===== src/rtl/draw_polyline_seq.sv =====
// Polyline sequencer: reads vertices from a local RAM and issues one line request per segment.
// Define DRAW_POLYLINE_CLOSED_EN to enable the optional closing segment (last vertex back to vertex 0).
module draw_polyline_seq #(
  parameter int C_COORD_BITS = 16,
  parameter int C_COLOR_BITS = 16,
  parameter int C_DEPTH_BITS = 6
) (
  input  logic                      clk,
  input  logic                      resetn,
  input  logic                      wr,
  input  logic [C_DEPTH_BITS-1:0]   waddr,
  input  logic [2*C_COORD_BITS-1:0] wdata,
  input  logic [C_DEPTH_BITS:0]     len,
  input  logic [C_COLOR_BITS-1:0]   color,
  input  logic                      closed,
  input  logic                      plot,
  output logic                      busy,
  output logic [C_COORD_BITS-1:0]   line_x0,
  output logic [C_COORD_BITS-1:0]   line_y0,
  output logic [C_COORD_BITS-1:0]   line_x1,
  output logic [C_COORD_BITS-1:0]   line_y1,
  output logic [C_COLOR_BITS-1:0]   line_color,
  output logic                      line_plot,
  input  logic                      line_busy
);

  localparam int VW    = 2 * C_COORD_BITS;
  localparam int DEPTH = 1 << C_DEPTH_BITS;
  localparam int LW    = C_DEPTH_BITS + 1;
  localparam logic [LW-1:0] LEN_MAX = LW'(DEPTH);

  typedef enum logic [2:0] {
    IDLE   = 3'd0,
    FETCH0 = 3'd1,
    FETCH  = 3'd2,
    ISSUE  = 3'd3,
    WAIT   = 3'd4,
    DONE   = 3'd5
  } state_t;

  state_t state, state_nxt;

  logic [VW-1:0]           mem [DEPTH];
  logic [VW-1:0]           rd_data_p1;
  logic                    vld_p1;
  logic                    rd_en;
  logic [C_DEPTH_BITS-1:0] rd_addr;

  logic                    plot_q;
  logic                    armed;
  logic                    start;
  logic [LW-1:0]           len_clamp;
  logic [LW-1:0]           len_q;
  logic [LW-1:0]           idx;
  logic [LW-1:0]           idx_inc;
  logic [C_COLOR_BITS-1:0] color_q;
  logic [VW-1:0]           prev_q;
  logic [VW-1:0]           cur_q;

  logic load_first;
  logic load_cur;
  logic issue_close;
  logic advance;
  logic close_pending;

`ifdef DRAW_POLYLINE_CLOSED_EN
  logic          closed_q;
  logic          closing_q;
  logic [VW-1:0] first_q;

  assign close_pending = closed_q && !closing_q;
`else
  logic unused_closed;

  assign unused_closed = closed;
  assign close_pending = 1'b0;
`endif

  // A plot already high when reset releases must go low once before it can start a run.
  assign start     = (state == IDLE) && plot && !plot_q && armed;
  assign len_clamp = (len > LEN_MAX) ? LEN_MAX : len;
  assign idx_inc   = idx + LW'(1);

  assign busy      = (state != IDLE);
  assign line_plot = (state == ISSUE);

  // State register
  always_ff @(posedge clk or negedge resetn) begin
    if (!resetn) begin
      state <= IDLE;
    end else begin
      state <= state_nxt;
    end
  end

  // Next state and per-cycle strobes; every fetch spends one cycle issuing the read
  // and one cycle capturing the RAM output once vld_p1 marks it valid.
  always_comb begin
    state_nxt   = state;
    rd_en       = 1'b0;
    rd_addr     = idx[C_DEPTH_BITS-1:0];
    load_first  = 1'b0;
    load_cur    = 1'b0;
    issue_close = 1'b0;
    advance     = 1'b0;
    case (state)
      IDLE: begin
        if (start) begin
          state_nxt = (len_clamp <= LW'(1)) ? DONE : FETCH0;
        end
      end
      FETCH0: begin
        rd_addr = '0;
        if (!vld_p1) begin
          rd_en = 1'b1;
        end else begin
          load_first = 1'b1;
          state_nxt  = FETCH;
        end
      end
      FETCH: begin
        if (!vld_p1) begin
          rd_en = 1'b1;
        end else begin
          load_cur  = 1'b1;
          state_nxt = ISSUE;
        end
      end
      ISSUE: begin
        if (line_busy) begin
          state_nxt = WAIT;
        end
      end
      WAIT: begin
        if (!line_busy) begin
          advance = 1'b1;
          if (idx_inc < len_q) begin
            state_nxt = FETCH;
          end else if (close_pending) begin
            issue_close = 1'b1;
            state_nxt   = ISSUE;
          end else begin
            state_nxt = DONE;
          end
        end
      end
      DONE: begin
        state_nxt = IDLE;
      end
      default: begin
        state_nxt = IDLE;
      end
    endcase
  end

  // Control registers and segment outputs
  always_ff @(posedge clk or negedge resetn) begin
    if (!resetn) begin
      plot_q     <= 1'b0;
      armed      <= 1'b0;
      vld_p1     <= 1'b0;
      len_q      <= '0;
      color_q    <= '0;
      idx        <= '0;
      line_x0    <= '0;
      line_y0    <= '0;
      line_x1    <= '0;
      line_y1    <= '0;
      line_color <= '0;
`ifdef DRAW_POLYLINE_CLOSED_EN
      closed_q   <= 1'b0;
      closing_q  <= 1'b0;
`endif
    end else begin
      plot_q <= plot;
      if (!plot) begin
        armed <= 1'b1;
      end
      vld_p1 <= rd_en;
      if (start) begin
        len_q   <= len_clamp;
        color_q <= color;
        idx     <= LW'(1);
`ifdef DRAW_POLYLINE_CLOSED_EN
        closed_q  <= closed;
        closing_q <= 1'b0;
`endif
      end
      if (advance) begin
        idx <= idx_inc;
      end
      if (load_cur) begin
        line_x0    <= prev_q[VW-1 -: C_COORD_BITS];
        line_y0    <= prev_q[C_COORD_BITS-1:0];
        line_x1    <= rd_data_p1[VW-1 -: C_COORD_BITS];
        line_y1    <= rd_data_p1[C_COORD_BITS-1:0];
        line_color <= color_q;
      end
`ifdef DRAW_POLYLINE_CLOSED_EN
      if (issue_close) begin
        closing_q  <= 1'b1;
        line_x0    <= cur_q[VW-1 -: C_COORD_BITS];
        line_y0    <= cur_q[C_COORD_BITS-1:0];
        line_x1    <= first_q[VW-1 -: C_COORD_BITS];
        line_y1    <= first_q[C_COORD_BITS-1:0];
        line_color <= color_q;
      end
`endif
    end
  end

  // Vertex RAM and vertex datapath (no reset on data)
  always_ff @(posedge clk) begin
    if (wr && !busy) begin
      mem[waddr] <= wdata;
    end
    if (rd_en) begin
      rd_data_p1 <= mem[rd_addr];
    end
    if (load_first) begin
      prev_q <= rd_data_p1;
    end else if (advance) begin
      prev_q <= cur_q;
    end
    if (load_cur) begin
      cur_q <= rd_data_p1;
    end
`ifdef DRAW_POLYLINE_CLOSED_EN
    if (load_first) begin
      first_q <= rd_data_p1;
    end
`endif
  end

endmodule


===== config.mk =====
export PLATFORM = sky130hd
export DESIGN_NAME = draw_polyline_seq
export DESIGN_NICKNAME = d
export VERILOG_FILES = /design/src/rtl/draw_polyline_seq.sv
export SDC_FILE = /design/constraint.sdc
export NUM_CORES = 2
export LEC_CHECK = 0
export BUFFER_PORTS_ARGS = -buffer_cell sky130_fd_sc_hd__buf_2
export CAP_MARGIN = 10
export CORE_MARGIN = 3
export CORE_UTILIZATION = 40
export CTS_BUF_LIST = sky130_fd_sc_hd__clkbuf_16
export CTS_CLUSTER_DIAMETER = 50
export DETAILED_ROUTE_END_ITERATION = 8
export GPL_TIMING_DRIVEN = 0
export PLACE_DENSITY_LB_ADDON = 0.25
export SETUP_SLACK_MARGIN = 0.2
export SLEW_MARGIN = 10
export SYNTH_ARGS = -nofsm -noshare
export SYNTH_HDL_FRONTEND = slang
export SYNTH_SLANG_ARGS = --single-unit

===== constraint.sdc =====
create_clock -name clk -period 5.19 [get_ports clk]
set_input_delay 0.2595 -clock clk [delete_from_list [all_inputs] [get_ports clk]]
set_output_delay 0.2595 -clock clk [all_outputs]
set_load 0.005 [all_outputs]

==> metrics.txt <==
share of cells above drive strength 1=0.249; overall routing resource usage=0.494; Worst-Skew Late Latency=970 ps; Slew Limit Headroom=-0.0324; clock slew seen by the registers of the worst setup and hold paths=60 ps; pwr/cell area=slightly below 700 nW/um^2; dpl hpwl=422 mm; Routability Congestion=1.07; Post-Place Cell Area=101000 um^2; critical path arrival=6230 ps; Clock Skew=slightly below 40 ps; Synth top area share=0.713; CP endpoint kind=register; startpoint types=register; post-place setup slack=-1200 ps; Layout area overhead=23.5%; Worst VDD drop=around 360 uV; Routed WL per cell=60.0 um; most frequent cells in the layout=2144 x edfxtp_1, 302 x clkbuf_16, 289 x mux2_2; WS Path Type=reg2reg; Yosys warnings=0; full die area=232000 um^2; post-CTS setup buffers=0; post-synthesis sequential area ratio=0.745; Syn Std Cell Area=90300 um^2; syn nets=between 5000 and 6000; async set or reset register ratio after synthesis=0.0513; # H-tree levels=5; vias post-DR=69685; achievable frequency=178 MHz; sum of negative setup slack=-4820 ps; EDFF count, synth=approximately 2100; maximum fanout along the worst path=10; Layout Cells excl Fill=between 9000 and 10000; syn_area_per_cell=15.9 um^2; DRT iter0 DRCs=14268; Root Driver=clkbuf_16; sinks on the clock net=2260; status=complete, but fails checks; Ports=approximately 150; Setup WS post-layout=-418 ps; failing checks=max-capacitance violations, max-slew violations, negative setup slack; IO buf count=144; remaining global-route overflow=0; final wirelength=just under 600 mm; RSZ-0062 raised after global routing=yes; global-route wire length before repair=711 mm; Core ar.=223000 um^2; nets@finish=6489; Critical Path RT=between 5000 and 6000 ps; Tightest Pin Transition=~1500 ps; most frequent cell on the critical path=o211ai_1; Vias/cell=7.20; chip width=approximately 480 um; critical path's slowest cell=dfrtp_1; post-synth cell types=84; final instance area=between 100000 and 150000 um^2; Min Hold Slack=just under 100 ps; Final Cycle Share=1.08; Synth area leader=edfxtp_1; Pleak=37.7 nW; # rows=173; Util after Layout=0.499; Inst Count DP=9025; Final min period=5610 ps; Tot Pwr=75.6 mW; Antenna Violating Nets Remaining=0; Finish-stage setup viols=23; initial antenna violation count=approximately 130; vias in the first global route=61570; worst path cell trace=clkinv_1 -> nor2_2 -> clkbuf_2 -> o211ai_1 -> o221ai_1 -> o2111ai_1 -> o211ai_1; Mapped Cells=5676; #FFs+latches synth=2260; starting density of the core=0.404; maxcap violations=3; TritonCTS clock tree=done; die span in y=481 um; largest cells by area after synthesis=edfxtp_1 71%, mux2_2 3.6%, dfrtp_1 3.2%; first-pass detailed-route iteration total=6; DRC=0; final hold violation count=0; Hold Path Class=in2reg; slowest stage delay, CP=between 900 and 1000 ps; Main synth FF type=edfxtp_1; largest net degree at the start of global routing=80; TritonCTS Buffers=~300; clock buffer depth=4; most common cell after layout, fill and taps aside=edfxtp_1; final max-slew violation count=12
==> synth_stat cells, types with 41 or more instances <==
library cell and count:
o21ai_0 235, nor2_1 349, o2bb2ai_1 60, dfrtp_1 116, nand3_1 54, a211oi_1 142
and3_1 46, and2_1 41, edfxtp_1 2144, inv_1 112, clkbuf_1 182, o211ai_1 55
a31oi_1 105, a21oi_1 279, nand2_1 117, nor3_1 43, mux2_2 289, buf_2 191
mux2i_1 288, o22ai_1 157, o221ai_1 103, a221oi_1 85
==> layer usage <==
metal  vias up  global-route usage  part of all wire
li1      24369                   -                 -
met1     36182               0.582              0.34
met2      7095               0.668              0.40
met3      2003               0.218              0.14
met4        36               0.461              0.11
met5         -             0.00973           0.00096
==> power by group <==
part / switching [mW] / internal, mW / total [mW]
combinational: 26.8 / 7.00 / 33.8
sequential: 0.422 / 21.0 / 21.4
clock: 8.24 / 12.2 / 20.5
total: 35.4 / 40.2 / 75.6
==> worst max-delay path, delay by kind of cell (launching register included) <==
| kind | cells | cell delay (ps) |
|---|---|---|
| DFF | 1 | 910 |
| buffers and inverters | 2 | 1140 |
| and+or+nand+nor | 1 | 710 |
| AOI/OAI and AO/OA | 4 | 2500 |
==> flip-flops by register name (all words and copies together) (netlist names), 32 cells and up <==
name,count
prev_q,32
cur_q,32
mem,2048
rd_data_p1,32
==> area by class of cell <==
type                       count  area [um^2]
multi-input combinational   2875        21700
antenna                       77          193
clock inverter               209         1970
buffer                       426         2320
inverter                     114          428
sequential                  2260        67300
tap                         2975         3720
timing repair buffer         442         6340
fill                       18819       112000
clock buffer                 302         7560
==> cell families (layout without fill, tap and decap cells) <==
logic type	after synthesis	count (layout)	synth area share
flops	2260	2260	0.745
compound gates	1495	1495	0.114
simple gates	765	765	0.0396
mux	602	602	0.0742
buf+inv	541	1493	0.0264
fa+ha+maj	7	7	0.000969
xor+xnor	6	6	0.000582
other cells	0	77	0
==> worst paths after layout <==
path	start	cells past startpoint	to	slack (ps)
setup / recovery	idx[1]$_DFFE_PN0P_	7	rd_data_p1[28]$_DFFE_PP_	-420
hold / removal	plot	3	armed$_DFFE_PN0N_	100
setup reg to reg	idx[1]$_DFFE_PN0P_	7	rd_data_p1[28]$_DFFE_PP_	-420
hold reg to reg	prev_q[16]$_DFFE_PP_	1	line_x0[0]$_DFFE_PN0P_	470
max in group asynchronous	resetn	4	line_x1[3]$_DFFE_PN0P_	4360
min in group asynchronous	resetn	4	len_q[0]$_DFFE_PN0P_	430
==> repair_timing <==
item                       in CTS  in global routing
setup endpoints to repair      35                 24
cloned                          0                  0
hold endpoints to repair     1066                  0
gates resized for setup       140                 34
pin swaps                       0                  3
hold buffers                   64                  0
(Power assumes the default switching activity.)
